`src/rtl/mem_arb_pkg.sv`:
```
// mem_arb_pkg: shared types and constants for the mem_arbiter slice.
//   arb_state_t : IDLE -> ACC -> DONE access sequencer states
//   PORT_A/B    : grant IDs carried through the access
//   OOR_RDATA   : value returned by an out-of-range read
package mem_arb_pkg;
  typedef enum logic [1:0] {IDLE, ACC, DONE} arb_state_t;
  localparam logic PORT_A = 1'b0;
  localparam logic PORT_B = 1'b1;
  localparam logic [7:0] OOR_RDATA = 8'hFF;
endpackage

```
`src/rtl/mem_arb_pick.sv`:
```
// mem_arb_pick: combinational two-requester picker.
//   a_req_i, b_req_i : request levels
//   last_win_i       : previous winner (only with MEM_ARB_RR_EN)
//   gnt_vld_o        : some request is pending
//   gnt_id_o         : winning port ID
// MEM_ARB_RR_EN defined: ties go to the port that did not win last;
// otherwise port A always wins ties.
module mem_arb_pick
  import mem_arb_pkg::*;
(
  input  logic a_req_i,
  input  logic b_req_i,
`ifdef MEM_ARB_RR_EN
  input  logic last_win_i,
`endif
  output logic gnt_vld_o,
  output logic gnt_id_o
);
  assign gnt_vld_o = a_req_i | b_req_i;
`ifdef MEM_ARB_RR_EN
  assign gnt_id_o = (a_req_i & b_req_i) ? ~last_win_i : (a_req_i ? PORT_A : PORT_B);
`else
  assign gnt_id_o = a_req_i ? PORT_A : PORT_B;
`endif
endmodule

```
`src/rtl/mem_arbiter.sv`:
```
// mem_arbiter: shares one memory CPU-side port between requester A (CPU) and B (DMA).
//   clk, reset_n           : clock, async active-low reset
//   a_*/b_* req/we/addr/wdata : requests, held until the matching ack
//   a_ack/b_ack, a_rdata/b_rdata : one-cycle completion pulse and registered read data
//   mem_*                  : memory write/output enables, address, write data, read data
//   busy, range_err        : access in flight; sticky out-of-range flag
// Optional round-robin tie breaking is enabled by defining MEM_ARB_RR_EN.
module mem_arbiter
  import mem_arb_pkg::*;
#(
  parameter int SIZE   = 8192,
  parameter int ADDR_W = 15
) (
  input  logic              clk,
  input  logic              reset_n,
  input  logic              a_req,
  input  logic              a_we,
  input  logic [ADDR_W-1:0] a_addr,
  input  logic [7:0]        a_wdata,
  input  logic              b_req,
  input  logic              b_we,
  input  logic [ADDR_W-1:0] b_addr,
  input  logic [7:0]        b_wdata,
  output logic              a_ack,
  output logic [7:0]        a_rdata,
  output logic              b_ack,
  output logic [7:0]        b_rdata,
  output logic              mem_write_enable,
  output logic              mem_output_enable,
  output logic [ADDR_W-1:0] mem_address,
  output logic [7:0]        mem_data_in,
  input  logic [7:0]        mem_data_out,
  output logic              busy,
  output logic              range_err
);
  localparam logic [ADDR_W:0] SIZE_L = (ADDR_W+1)'(SIZE);
  arb_state_t state_q, state_d;
  logic we_q, we_d, id_q, id_d, oor_q, oor_d, range_err_q, range_err_d;
  logic [ADDR_W-1:0] addr_q, addr_d;
  logic [7:0] wdata_q, wdata_d, a_rdata_q, a_rdata_d, b_rdata_q, b_rdata_d;
  logic gnt_vld, gnt_id;
`ifdef MEM_ARB_RR_EN
  logic last_q, last_d;
`endif
  mem_arb_pick u_pick (
    .a_req_i    (a_req),
    .b_req_i    (b_req),
`ifdef MEM_ARB_RR_EN
    .last_win_i (last_q),
`endif
    .gnt_vld_o  (gnt_vld),
    .gnt_id_o   (gnt_id)
  );
  logic              req_we;
  logic [ADDR_W-1:0] req_addr;
  logic [7:0]        req_wdata, rd_val;
  assign req_we    = (gnt_id == PORT_B) ? b_we : a_we;
  assign req_addr  = (gnt_id == PORT_B) ? b_addr : a_addr;
  assign req_wdata = (gnt_id == PORT_B) ? b_wdata : a_wdata;
  assign rd_val    = oor_q ? OOR_RDATA : mem_data_out;
  always_comb begin
    state_d     = state_q;
    we_d        = we_q;
    addr_d      = addr_q;
    wdata_d     = wdata_q;
    id_d        = id_q;
    oor_d       = oor_q;
    range_err_d = range_err_q;
    a_rdata_d   = a_rdata_q;
    b_rdata_d   = b_rdata_q;
`ifdef MEM_ARB_RR_EN
    last_d      = last_q;
`endif
    if (state_q == IDLE && gnt_vld) begin
      state_d     = ACC;
      we_d        = req_we;
      addr_d      = req_addr;
      wdata_d     = req_wdata;
      id_d        = gnt_id;
      oor_d       = {1'b0, req_addr} >= SIZE_L;
      range_err_d = range_err_q | oor_d;
`ifdef MEM_ARB_RR_EN
      last_d      = gnt_id;
`endif
    end else if (state_q == ACC) begin
      state_d   = DONE;
      a_rdata_d = (!we_q && id_q == PORT_A) ? rd_val : a_rdata_q;
      b_rdata_d = (!we_q && id_q == PORT_B) ? rd_val : b_rdata_q;
    end else if (state_q == DONE) begin
      state_d = IDLE;
    end
  end
  always_ff @(posedge clk or negedge reset_n) begin
    if (!reset_n) begin
      state_q     <= IDLE;
      we_q        <= 1'b0;
      addr_q      <= '0;
      wdata_q     <= '0;
      id_q        <= PORT_A;
      oor_q       <= 1'b0;
      range_err_q <= 1'b0;
      a_rdata_q   <= '0;
      b_rdata_q   <= '0;
`ifdef MEM_ARB_RR_EN
      last_q      <= PORT_B;
`endif
    end else begin
      state_q     <= state_d;
      we_q        <= we_d;
      addr_q      <= addr_d;
      wdata_q     <= wdata_d;
      id_q        <= id_d;
      oor_q       <= oor_d;
      range_err_q <= range_err_d;
      a_rdata_q   <= a_rdata_d;
      b_rdata_q   <= b_rdata_d;
`ifdef MEM_ARB_RR_EN
      last_q      <= last_d;
`endif
    end
  end
  // Enables decode from registered state only, so reset drops them at once and
  // an interrupted write never reaches the memory's falling-edge commit.
  assign mem_write_enable  = (state_q == ACC) & we_q & ~oor_q;
  assign mem_output_enable = (state_q == ACC) & ~we_q & ~oor_q;
  assign mem_address       = addr_q;
  assign mem_data_in       = wdata_q;
  assign a_ack             = (state_q == DONE) & (id_q == PORT_A);
  assign b_ack             = (state_q == DONE) & (id_q == PORT_B);
  assign a_rdata           = a_rdata_q;
  assign b_rdata           = b_rdata_q;
  assign busy              = state_q != IDLE;
  assign range_err         = range_err_q;
endmodule

```
`config.mk`:
```
export PLATFORM = sky130hd
export DESIGN_NAME = mem_arbiter
export DESIGN_NICKNAME = d
export VERILOG_FILES = /design/src/rtl/mem_arb_pkg.sv /design/src/rtl/mem_arb_pick.sv /design/src/rtl/mem_arbiter.sv
export SDC_FILE = /design/constraint.sdc
export NUM_CORES = 1
export LEC_CHECK = 0
export ABC_AREA = 1
export BUFFER_PORTS_ARGS = -buffer_cell sky130_fd_sc_hd__buf_2
export CAP_MARGIN = 20
export CORE_UTILIZATION = 44
export CTS_BUF_LIST = sky130_fd_sc_hd__clkbuf_16
export DETAILED_ROUTE_END_ITERATION = 8
export GPL_TIMING_DRIVEN = 0
export PLACE_DENSITY = 0.74
export SETUP_SLACK_MARGIN = 0.4
export SKIP_CTS_REPAIR_TIMING = 1
export SYNTH_ARGS = -nofsm -noshare
export SYNTH_HDL_FRONTEND = slang
export SYNTH_SLANG_ARGS = --single-unit
```
`constraint.sdc`:
```
create_clock -name clk -period 1.3 [get_ports clk]
set_input_delay 0.065 -clock clk [delete_from_list [all_inputs] [get_ports clk]]
set_output_delay 0.065 -clock clk [all_outputs]
set_load 0.01 [all_outputs]
```
# --- Yosys cells after proc, flatten, opt, wreduce, memory -nomap -nowiden ---
# Index checks and enable logic that the tools add are counted.
# W data, S select, Z words.
totals:
  register_bits: 45
  input_bits: 60
  out_inout_bits: 45
  elab_cells: 41
op_classes:
  order_cmp: 1
  eq_ne: 2
  muxes: 8
  n_bitwise: 12
  n_reduce_logical: 9
ops:
  columns: ["cell", "count"]
  rows:
  - ["$mux W8", 2]
  - ["$ge A15 B14 Y1 const B", 1]
  - ["$mux W15", 1]
  - ["$and A1 B1 Y1", 6]
  - ["$mux W2", 3]
  - ["$reduce_and A3 Y1", 2]
  - ["$not A1 Y1", 4]
  - ["$logic_and A1 B1 Y1", 3]
  - ["$reduce_bool A3 Y1", 1]
  - ["$eq A2 B1 Y1 const B", 1]
  - ["$eq A2 B2 Y1 const B", 1]
  - ["$logic_not A2 Y1", 1]
  - ["$mux W1", 2]
  - ["$or A1 B1 Y1", 2]
  - ["$reduce_bool A2 Y1", 1]
  - ["$logic_not A1 Y1", 1]

# --- Depth between registers and ports, before layout ---
depth:
  word_depth: 4
  ltp_mapped: 7
  ltp_nobuf: 5

# --- Hierarchy ---
# From an unflattened synthesis, not the netlist that was laid out.
hier_totals:
  hier_cells: 270
  hier_area_um2: 2135.8
modules_own_cells:
  columns: ["mod", "instances", "cells_each", "area_each_um2", "seq_area_each_um2"]
  rows:
  - ["mem_arbiter", 1, 267, 2122.0, 1126.1]
  - ["mem_arb_pick", 1, 3, 13.8, 0.0]

# --- Worst setup path before layout ---
# OpenSTA, ideal clock, no wires.
synth_path:
  kind: "reg-to-output"
  from: "register oor_q"
  to: "output port mem_output_enable"
  t_arrival_ns: 1.011
  t_required_ns: 1.235
  slack_ns: 0.224
  path_stages_with_launch: 3
  path_buffers: 1
  path_cell_list: "dfrtp_1 -> clkbuf_1 -> nor4_1"
synth_between:
  elab_chain_cells: 2
synth_lines:
  columns: ["element", "line", "source"]
  rows:
  - ["start: declaration", "mem_arbiter.sv:38", "logic we_q, we_d, id_q, id_d, oor_q, oor_d, range_err_q, range_err_d;"]
  - ["start signal: assignment", "mem_arbiter.sv:113", "oor_q <= oor_d;"]
  - ["$not A1 Y1", "mem_arbiter.sv:125", "assign mem_output_enable = (state_q == ACC) & ~we_q & ~oor_q;"]
  - ["$and A1 B1 Y1", "mem_arbiter.sv:125", null]
  - ["end: declaration", "mem_arbiter.sv:29", "output logic mem_output_enable,"]
# No other way between the ends.

# --- Worst setup path after layout ---
layout_path:
  from: "register state_q[1]"
  to: "output port mem_output_enable"
layout_between:
  elab_chain_cells: 3
layout_lines:
  columns: ["element", "line", "source"]
  rows:
  - ["start: declaration", "mem_arbiter.sv:37", "arb_state_t state_q, state_d;"]
  - ["start signal: assignment", "mem_arbiter.sv:108", "state_q <= state_d;"]
  - ["$eq A2 B1 Y1", "mem_arbiter.sv:125", null]
  - ["$and A1 B1 Y1 (2 in a row)", "mem_arbiter.sv:125", null]
# No other way between the ends.

==> impl_metrics.csv <==
group,metric,value,unit
route,num_vias,2045,
worst_setup_path,crit_path_end_kind,"output pin",
clock_network,htreeDepth,2,
worst_setup_path,cp.arrival,1.19,ns
final_layout,fin_cells,444,
yosys,avgSynthCellArea,7.841,µm²
yosys,synthCells,270,
yosys,synthTopCellsByArea,"dfrtp_1 53%, nand2_1 28%, o21ai_2 3.3%",
yosys,ys_seq_elements,45,
global_routing,grt_pass1_wl,8.086,mm
timing,fin_crit_sh,0.9616,
yosys,synth_top_area_share,0.5319,
timing,fin_hold_ws,-0.2415,ns
route,drc,8,
yosys,yosys_warnings,0,
yosys,synth_commonest_cells,"160 x nand2_1, 45 x dfrtp_1, 15 x nor2_1",
floorplanning,die_area,5093,µm²
worst_setup_path,worstSetupStartpointType,"register",
final_layout,seqCellArea,1130,µm²
route,wl,5.203,mm
floorplanning,dieWidth,71.37,µm
yosys,yosysUniqueCellTypes,21,
worst_setup_path,r2r_end,"b_rdata[3]$_DFFE_PN0P_",
floorplanning,start_util,0.4732,
timing,layout_min_cycle_time,1.250,ns
worst_setup_path,r2r_cells,6,
floorplanning,num_rows,24,
timing,worstMarginPinSlew,0.5271,ns
worst_setup_path,crit_type,"register to output pin",
route,viasPerCell,4.606,
route,dr.pass1.iters,6,
worst_setup_path,reg2reg_from,"state_q[0]$_DFFE_PN0P_",
hold_path,hp-class,"primary input to asynchronous set/reset pin",
final_layout,drive_gt1_frac,0.4413,
worst_setup_path,cp.required,1.24,ns
placement,io_buffers,103,
route,drt_iter0_markers,99,
floorplanning,die_h,71.37,µm
yosys,syn_area,2117,µm²
yosys,ys.flop_type,"dfrtp_1",
global_routing,overflow,0,
global_routing,first_global_vias,1861,
final_layout,area_growth,45.80,%
clock_network,insertion_delay,0.28,ns
worst_setup_path,worst-path-max-fanout,6,
status,outcome,"finished with violations",
global_routing,grt_max_degree,46,
final_layout,fillers,400,
final_layout,diodes,0,
timing,fmax,799.9,MHz
pwr,cellLeakagePower,1.807,nW
floorplanning,core_region_area,4474,µm²
yosys,syn-num-nets,330,
yosys,yosysMostFrequentCell,"nand2_1",
clock_network,clkSlewWorstSetupHoldPaths,0.06,ns
timing,max_slew_margin,0.6486,
placement,numPlacedInstances,425,
final_layout,post-route-util,0.6899,
yosys,synth_edf_count,0,
clock_network,cts_made_buffers,5,
global_routing,track_usage,0.2039,
timing,skew,0.002790,ns
timing,drv_slew,0,
pwr,powerDensity,2319,nW/µm²
placement,gp_congestion,0.7811,
floorplanning,ios,105,
yosys,yosysSeqAreaShare,0.5319,
yosys,async_reset_ff_frac,1.000,
global_routing,antenna_found_initial,0,
timing,setup_viol,0,
yosys,synth_largest_area_cell,"dfrtp_1",
worst_setup_path,reg2reg_slack,0.05,ns
clock_network,cts_max_path_buffers,2,
clock_network,cts.sinks,45,
route,final_antenna_net_count,0,
final_layout,multi_input_area,957.2,µm²
placement,hpwl,3.610,mm
pwr,ir_drop,0.0008530,V
route,wire_per_inst,11.72,µm
timing,timing.final.hold_violations,20,
status,violations,"design-rule violations, negative hold slack",
clock_network,cts_tree,"yes",
timing,rsz0062_at_grt,"yes",
final_layout,nets,451,
clock_network,cts_root_buffer,"clkbuf_16",
job,drv_cap,0,
cell type report:
type                       count  area share
buffer                        13     0.03851
clock buffer                   5     0.04054
clock inverter                 3    0.004054
inverter                       7     0.01094
multi-input combinational    206      0.3101
sequential                    45      0.3660
tap                           52     0.02108
timing repair buffer         113      0.2088
layout by cell type (no fill, tap or decap):
| master | instances |
|---|---|
| buf_12 | 1 |
| o21ai_2 | 9 |
| buf_4 | 6 |
| o21ai_1 | 8 |
| nand2_4 | 4 |
| nand2_1 | 146 |
| inv_4 | 1 |
| nor2_4 | 3 |
| dfrtp_1 | 42 |
| buf_6 | 9 |
| clkinv_4 | 1 |
| nor4_4 | 1 |
| inv_1 | 3 |
| clkbuf_16 | 5 |
| buf_8 | 2 |
| nor4_2 | 1 |
| o21ai_0 | 1 |
| dlygate4sd1_1 | 1 |
| nor2_2 | 1 |
| dfrtp_2 | 3 |
| clkinv_1 | 2 |
| nand2_2 | 15 |
| nor2_1 | 14 |
| a21oi_1 | 1 |
| inv_2 | 2 |
| buf_16 | 1 |
| buf_2 | 106 |
| nand3_2 | 1 |
| nand3_1 | 1 |
| clkinv_2 | 1 |
worst max path at each step:
| stage | to | start | slack (ns) | depth (start not counted) |
|---|---|---|---|---|
| finish | mem_output_enable | state_q[1]$_DFFE_PN0P_ | 0.05 | 2 |
| detailed placement | mem_output_enable | oor_q$_DFFE_PN0P_ | 0.09 | 3 |
| global route | mem_output_enable | state_q[1]$_DFFE_PN0P_ | -0.04 | 2 |
| floorplan | b_rdata[2]$_DFFE_PN0P_ | state_q[0]$_DFFE_PN0P_ | 0.23 | 6 |
| CTS | mem_output_enable | oor_q$_DFFE_PN0P_ | -0.22 | 3 |
| global placement | mem_output_enable | oor_q$_DFFE_PN0P_ | 0.13 | 3 |
registers in the layout, indices dropped and copies added (netlist names):
signal       flops
id_q             1
a_rdata          8
mem_address     15
range_err        1
b_rdata          8
state_q          2
we_q             1
oor_q            1
mem_data_in      8
worst max-delay path, cell delays in order, from the launching register on:
cell and delay (ns):
dfrtp_2 0.47, nor4_4 0.27, buf_2 0.17
per-stage QoR:
| step | cell area (µm²) | setup WS (ns) | hold slack, ns | TNS [ns] | power, mW |
|---|---|---|---|---|---|
| detailed placement | 2714 | 0.08939 | 0.2770 | 0 | 5.391 |
| global placement | 2714 | 0.1267 | 0.2792 | 0 | 5.317 |
| global route | 3087 | -0.04134 | -0.2085 | -0.05775 | 7.656 |
| floorplan | 2133 | 0.2306 | -0.2306 | 0 | 4.282 |
| CTS | 2851 | -0.2226 | -0.02753 | -0.2925 | 6.594 |
| finish | 3087 | 0.04989 | -0.2415 | 0 | 7.157 |
power breakdown:
group | total [mW] | internal, mW | switching, mW
clock network | 1.17 | 0.694 | 0.480
logic | 3.48 | 1.55 | 1.92
registers | 2.51 | 2.09 | 0.412
total | 7.16 | 4.34 | 2.82
routing by layer:
layer	vias to the layer above	GRT usage	part of all wire
met3	2	0.06329	0.082
li1	1068	-	-
met1	894	0.2544	0.44
met4	0	0.05556	0.0021
met2	81	0.3439	0.47
met5	-	0	0
cell families (layout without fill, tap and decap cells):
| logic type | Yosys count | in the layout | share of synthesized area |
|---|---|---|---|
| and+or+nand+nor | 186 | 187 | 0.3463 |
| DFF | 45 | 45 | 0.5319 |
| buffers and inverters | 20 | 141 | 0.06264 |
| AOI/OAI and AO/OA | 19 | 19 | 0.05910 |
(Power assumes the default switching activity.)
